`config.mk`:
```
export PLATFORM = sky130hd
export DESIGN_NAME = up_down_counter_flat
export DESIGN_NICKNAME = d
export VERILOG_FILES = /design/src/rtl/up_down_counter_if.sv /design/src/rtl/up_down_counter.sv /design/src/flat_wrapper.sv
export SDC_FILE = /design/constraint.sdc
export NUM_CORES = 1
export LEC_CHECK = 0
export CAP_MARGIN = 40
export CORE_MARGIN = 5
export CORE_UTILIZATION = 55
export CTS_BUF_LIST = sky130_fd_sc_hd__clkbuf_8
export CTS_CLUSTER_SIZE = 8
export DETAILED_ROUTE_END_ITERATION = 16
export PLACE_DENSITY = 0.85
export RECOVER_POWER = 100
export SYNTH_ARGS = -nofsm -noshare
export SYNTH_HDL_FRONTEND = slang
export SYNTH_SLANG_ARGS = --single-unit
```
`constraint.sdc`:
```
create_clock -name clk -period 3.4 [get_ports clk]
set_input_delay 0.68 -clock clk [delete_from_list [all_inputs] [get_ports clk]]
set_output_delay 0.68 -clock clk [all_outputs]
set_load 0.01 [all_outputs]
```
`src/rtl/up_down_counter_if.sv`:
```
// Counter control/status bundle: enable and direction in, count value and flags out.
// Latency: none; this is a plain signal bundle.
// Backpressure: none; the counter accepts a control setting every cycle.
//
// Signals:
//   en      count enable (1 = count this cycle, 0 = hold)
//   up_dn   direction (1 = increment, 0 = decrement), used only when en=1
//   counter current registered count, N bits
//   at_max  high while counter == 2^N-1
//   at_min  high while counter == 0
//   wrap    one-cycle pulse in the cycle after a wrap-around transition
interface up_down_counter_if #(
  parameter int N = 16
);
  logic         en;
  logic         up_dn;
  logic [N-1:0] counter;
  logic         at_max;
  logic         at_min;
  logic         wrap;

  // The driver of en/up_dn (system logic or the bench).
  modport master (
    output en,
    output up_dn,
    input  counter,
    input  at_max,
    input  at_min,
    input  wrap
  );

  // The counter itself.
  modport slave (
    input  en,
    input  up_dn,
    output counter,
    output at_max,
    output at_min,
    output wrap
  );
endinterface

```
`src/rtl/up_down_counter.sv`:
```
// N-bit synchronous up/down counter with terminal-count flags and a wrap pulse.
// Latency: one clock from an enabling edge to the new count; flags decode the register.
// Backpressure: none; counts or holds every cycle as en/up_dn dictate.
//
// Ports:
//   clk  rising-edge clock
//   rst  synchronous reset, active-high; overrides en/up_dn
//   bus  up_down_counter_if.slave: en, up_dn in; counter, at_max, at_min, wrap out
module up_down_counter #(
  parameter int N = 16
) (
  input  logic                clk,
  input  logic                rst,
  up_down_counter_if.slave    bus
);

  localparam logic [N-1:0] ONE = N'(1);

  logic [N-1:0] count_q, count_d;
  logic         wrap_q,  wrap_d;

  // Terminal counts come straight from the register so they are clean
  // relative to clk and can be reused for the wrap decision below.
  logic is_max, is_min;
  assign is_max = &count_q;
  assign is_min = ~|count_q;

  always_comb begin
    count_d = count_q;
    wrap_d  = 1'b0;
    if (bus.en) begin
      if (bus.up_dn) begin
        count_d = count_q + ONE;
        wrap_d  = is_max;
      end else begin
        count_d = count_q - ONE;
        wrap_d  = is_min;
      end
    end
  end

  always_ff @(posedge clk) begin
    if (rst) begin
      count_q <= '0;
      wrap_q  <= 1'b0;
    end else begin
      count_q <= count_d;
      wrap_q  <= wrap_d;
    end
  end

  assign bus.counter = count_q;
  assign bus.at_max  = is_max;
  assign bus.at_min  = is_min;
  assign bus.wrap    = wrap_q;

endmodule

```
`src/flat_wrapper.sv`:
```
// flat-port wrapper written by rule: the top's interface ports become plain ports
module up_down_counter_flat 
#(
  parameter int N = 16
)
  (clk, rst, bus_en, bus_up_dn, bus_counter, bus_at_max, bus_at_min, bus_wrap);
  up_down_counter_if #(.N(N)) bus_i ();
  input  logic clk;
  input  logic rst;
  input wire logic [$bits(bus_i.en)-1:0] bus_en;
  input wire logic [$bits(bus_i.up_dn)-1:0] bus_up_dn;
  output wire logic [$bits(bus_i.counter)-1:0] bus_counter;
  output wire logic [$bits(bus_i.at_max)-1:0] bus_at_max;
  output wire logic [$bits(bus_i.at_min)-1:0] bus_at_min;
  output wire logic [$bits(bus_i.wrap)-1:0] bus_wrap;
  assign bus_i.en = bus_en;
  assign bus_i.up_dn = bus_up_dn;
  assign bus_counter = bus_i.counter;
  assign bus_at_max = bus_i.at_max;
  assign bus_at_min = bus_i.at_min;
  assign bus_wrap = bus_i.wrap;
  up_down_counter #(.N(N)) u_core (.clk(clk), .rst(rst), .bus(bus_i));
endmodule
```
# Word level (Yosys, flattened, before mapping)
# Cells that the tools add are included.
dict set report classes {
  n_reduce_logical 4
  n_addsub 2
  n_mux 2
  bitwise 1
}
# cell count
set op_table {}
lappend op_table {{16-bit by 1-bit adder with 16-bit output, second input constant} 1}
lappend op_table {{16-bit two-way mux} 1}
lappend op_table {{16-bit AND reduction} 1}
lappend op_table {{16-bit OR reduction} 1}
lappend op_table {{16-bit by 1-bit subtractor with 16-bit output, second input constant} 1}
lappend op_table {{2-bit OR reduction} 1}
lappend op_table {{1-bit zero test} 1}
lappend op_table {{1-bit two-way mux} 1}
lappend op_table {{1-bit NOT} 1}
dict set report word_totals {
  reg_bits 17
  in_bits 4
  word_cells 11
}

# Longest topological paths before layout
dict set report logic_depth {
  ltp_word 3
  mapped_depth 9
}

# Worst setup path before layout
# Ideal clock, no wire load.
dict set report synth_timing {
  kind {input-to-reg}
  from {input port bus_up_dn}
  to {register u_core.count_q[15] (netlist: u_core.bus.counter[15])}
  slack_ps 720
  path_stages 9
  t_arrival_ps 2557
  path_buffers 0
  cell_sequence {inv_1 > ha_1 > a21o_1 > a21oi_1 > a21oi_2 > o211ai_2 > o211ai_2 > mux2i_1 > mux2_1}
}
dict set report synth_between {
  elab_chain_len 1
}
# element line_no
set synth_lines {}
lappend synth_lines {{from (decl)} flat_wrapper.sv:11} ;# input wire logic [$bits(bus_i.up_dn)-1:0] bus_up_dn;
lappend synth_lines {{16-bit two-way mux} up_down_counter.sv:32} ;# if (bus.up_dn) begin
lappend synth_lines {{to (signal assigned)} up_down_counter.sv:47} ;# count_q <= count_d;
lappend synth_lines {{to (decl)} up_down_counter.sv:19} ;# logic [N-1:0] count_q, count_d;
# No other way between the ends.
# A chain may end at the register's enable or synchronous reset.

# Worst setup path after layout
dict set report layout_timing {
  from {input port bus_up_dn}
  to {register u_core.count_q[14] (netlist: u_core.bus.counter[14])}
}
# Same word-level chain as after synthesis.

==> results.py <==
metrics = {
    "place": {
        "dpl.hpwl_mm": 2.60,
        "port_buffers": 22,
        "pre_cts_ws_ns": 0.0879,
        "place.gp.congestion": 0.893,
    },
    "logic_synthesis": {
        "mapped_avg_cell_area_sq_um": 8.46,
        "post_synth_num_cell_types": 41,
        "synth_ff_type": "sky130_fd_sc_hd__dfxtp_1",
        "netlist_top_cells_count": "21 x sky130_fd_sc_hd__nor2_1, 17 x sky130_fd_sc_hd__dfxtp_1, 16 x sky130_fd_sc_hd__nand2_1",
        "synth_async_sr_flop_share_pct": 0,
        "netlist_instances": 168,
        "top_count_cell_post_synth": "sky130_fd_sc_hd__nor2_1",
        "synth_top_cell_area_share_pct": 23.9,
        "synth_sequential_area_ratio_pct": 23.9,
        "synth.yosys.warnings": 0,
        "synth-edff-count": 0,
        "synthTopCellsByArea": "sky130_fd_sc_hd__dfxtp_1 24%, sky130_fd_sc_hd__ha_1 12%, sky130_fd_sc_hd__xnor2_1 6.8%, sky130_fd_sc_hd__mux2i_1 5.6%, sky130_fd_sc_hd__nor2_1 5.5%",
        "net_count_after_synthesis": 187,
        "post_synth_instance_area_sq_um": 1420,
        "synth_largest_area_cell": "sky130_fd_sc_hd__dfxtp_1",
        "synth.ff_latch_count": 17,
    },
    "final_layout": {
        "fillCellCount": 208,
        "area.growth.synth_to_final_pct": 18.3,
        "drive_above_1_share_pct": 6.28,
        "antenna-diode-count": 0,
        "seq_area_sq_um": 340,
        "postLayoutCoreUtil_pct": 67.9,
        "total_area_of_multi_input_combinational_cells_sq_um": 1000,
        "fin_nets": 211,
    },
    "detailed_routing": {
        "wl_per_cell_um": 15.2,
        "drc_errors": 0,
        "vias_per_cell": 6.01,
        "detailroute.wirelength.met2_mm": 1.50,
        "drt_first_pass_iters": 4,
        "wl_met1_mm": 1.55,
        "detailedRoute.firstIterationViolations": 98,
        "final_antenna_net_count": 0,
        "top_layer_used": "met4",
        "postRouteWirelength_mm": 3.37,
        "met3_wirelength_um": 222,
        "vias": 1329,
    },
    "die": {
        "chip_height_um": 60.8,
        "die_width_um": 60.8,
        "core_area_sq_um": 2480,
        "fp.dieArea_sq_um": 3700,
        "design.portCount": 23,
        "num_rows": 18,
        "floorplan.initialDensity_pct": 57.4,
    },
    "min_path": {
        "holdCritPathClass": "flip-flop to flip-flop",
    },
    "critical_path": {
        "crit_path_start": "bus_up_dn",
        "timing.setup.critical_path_class": "input pin to flip-flop",
        "crit-reg2reg-capture": "u_core.bus.counter[14]",
        "worst-path-max-fanout": 9,
        "r2r_slack_ns": 0.74,
        "start_kind": "input pin",
        "crit_path_end_kind": "flip-flop",
        "critPathArrivalTime_ns": 3.35,
        "cp-endpoint": "u_core.bus.counter[14]",
        "worst-r2r-cell-count": 9,
        "r2r_start": "u_core.bus.counter[0]",
        "cp_data_required_time_ns": 3.54,
    },
    "timing": {
        "timing.max_slew.rel_slack_pct": 56.1,
        "pin_slew_with_the_least_headroom_to_its_limit_ns": 0.656,
        "layout_setup_ws_ns": 0.191,
        "skew_ns": 0.00145,
        "final.period_utilization_pct": 94.4,
        "timing.fmax_ghz": 0.312,
        "hold_slack_ns": 0.519,
        "layout_min_cycle_time_ns": 3.21,
        "slew_viol_final": 0,
        "setup_tns_ns": 0,
        "hold_viol_final": 0,
        "rsz_0062_raised_after_global_routing": "false",
        "finalSetupViolations": 0,
    },
    "clock_tree": {
        "cts_buffer_depth": 2,
        "h-tree-depth": 1,
        "tritoncts": "yes",
        "cts_made_buffers": 3,
        "number_of_buffers_inserted_by_post_cts_setup_repair": 0,
        "cell_chosen_for_the_clock_root": "sky130_fd_sc_hd__clkbuf_8",
        "cts_repair_resize_count": 0,
        "cts.sink_count": 17,
        "clk_latency_ns": 0.25,
        "post_cts_hold_buffer_count": 0,
        "path_clk_slew_ns": 0.06,
    },
    "grt": {
        "maximum_number_of_pins_on_one_net_before_global_route_repair": 16,
        "grtUsageTotal_pct": 19.6,
        "antenna_found_initial": 0,
        "globalRoute.totalOverflow": 0,
        "grt_pass1_vias": 1219,
        "grt_first_pass_wirelength_mm": 5.53,
    },
    "run": {
        "maxCapViolations": 0,
    },
    "power": {
        "power.share.switching_pct": 39.1,
        "static-leakage-power_nw": 0.785,
        "reg_power_share_pct": 33.0,
        "fin_total_pwr_mw": 0.850,
        "powerDensity_nw_per_um2": 505,
        "sw_power_mw": 0.332,
        "intPower_mw": 0.518,
        "pwr-share-clk_pct": 17.6,
        "combinationalPowerShare_pct": 49.3,
        "vdd.ir_drop.worst_uv": 354,
    },
    "status": {
        "status": "completed",
    },
}
-- registers in the layout, summed over array words and instances, names as in the netlist --
signal / cells
u_core.bus.counter: 16
u_core.bus.wrap: 1
-- stage by stage --
stage / cell area [sq um] / std cells
CTS: 1700 / 221
detailed placement: 1660 / 217
floorplan: 1420 / 168
finish: 1680 / 221
global placement: 1660 / 217
global route: 1680 / 221
-- area by class of cell --
type	count	share of cell area, %
multi-input combinational	140	59.5
sequential	17	20.2
timing repair buffer	25	14.2
clock buffer	3	2.46
tap	30	2.23
inverter	5	1.12
clock inverter	1	0.223
-- worst max-delay path: stages --
cell	delay [ns]
sky130_fd_sc_hd__clkdlybuf4s50_1	0.56
sky130_fd_sc_hd__inv_1	0.20
sky130_fd_sc_hd__ha_1	0.43
sky130_fd_sc_hd__and2b_1	0.15
sky130_fd_sc_hd__o21ai_1	0.08
sky130_fd_sc_hd__a21boi_2	0.22
sky130_fd_sc_hd__o21ai_0	0.17
sky130_fd_sc_hd__a211oi_1	0.43
sky130_fd_sc_hd__nor4_1	0.09
sky130_fd_sc_hd__or3b_1	0.35
-- how the worst min path moves through the flow --
stage,from,endpoint,cells past startpoint
2_1_floorplan,u_core.bus.counter[10],u_core.bus.counter[10],2
3_3_place_gp,u_core.bus.counter[10],u_core.bus.counter[10],2
3_5_place_dp,u_core.bus.counter[12],u_core.bus.counter[12],2
4_1_cts,u_core.bus.counter[12],u_core.bus.counter[12],2
5_1_grt,u_core.bus.counter[12],u_core.bus.counter[12],2
6_report,u_core.bus.counter[12],u_core.bus.counter[12],2
-- per-layer routing --
metal / vias up / track usage [%]
li1: 661 / -
met1: 611 / 27.1
met2: 49 / 31.6
met3: 8 / 0.851
met4: 0 / 8.67
met5: - / 0
-- layout by cell type (no fill, tap or decap), drive strengths merged, types with 7 or more instances in the layout --
cell	Yosys	routed
nor2	21	21
dlygate4sd3	0	20
dfxtp	17	17
nand2	16	16
ha	14	14
xnor2	11	11
a21oi	9	9
mux2i	8	8
o21ai	8	8
nand4	7	7
a21o	7	7
-- power by group through the flow --
| stage | clock network [mW] | registers [mW] | logic [mW] |
|---|---|---|---|
| after floorplan | 0 | 0.290 | 0.296 |
| after global placement | 0 | 0.283 | 0.423 |
| after detailed placement | 0 | 0.285 | 0.431 |
| after CTS | 0.154 | 0.282 | 0.437 |
| after global routing | 0.163 | 0.287 | 0.462 |
| final | 0.150 | 0.281 | 0.419 |
-- logic make-up (layout without fill, tap and decap cells) --
kind of cell / after synthesis / in the layout / share of synthesized area, %
adder cells (fa/ha/maj): 15 / 15 / 13.7
XOR/XNOR: 12 / 12 / 7.39
buffers and inverters: 11 / 34 / 4.40
AND/OR/NAND/NOR: 63 / 63 / 23.2
AO/OA/AOI/OAI: 41 / 41 / 20.9
multiplexers: 9 / 9 / 6.43
flip-flops: 17 / 17 / 23.9
No activity file was read; power rests on OpenSTA's default activity.
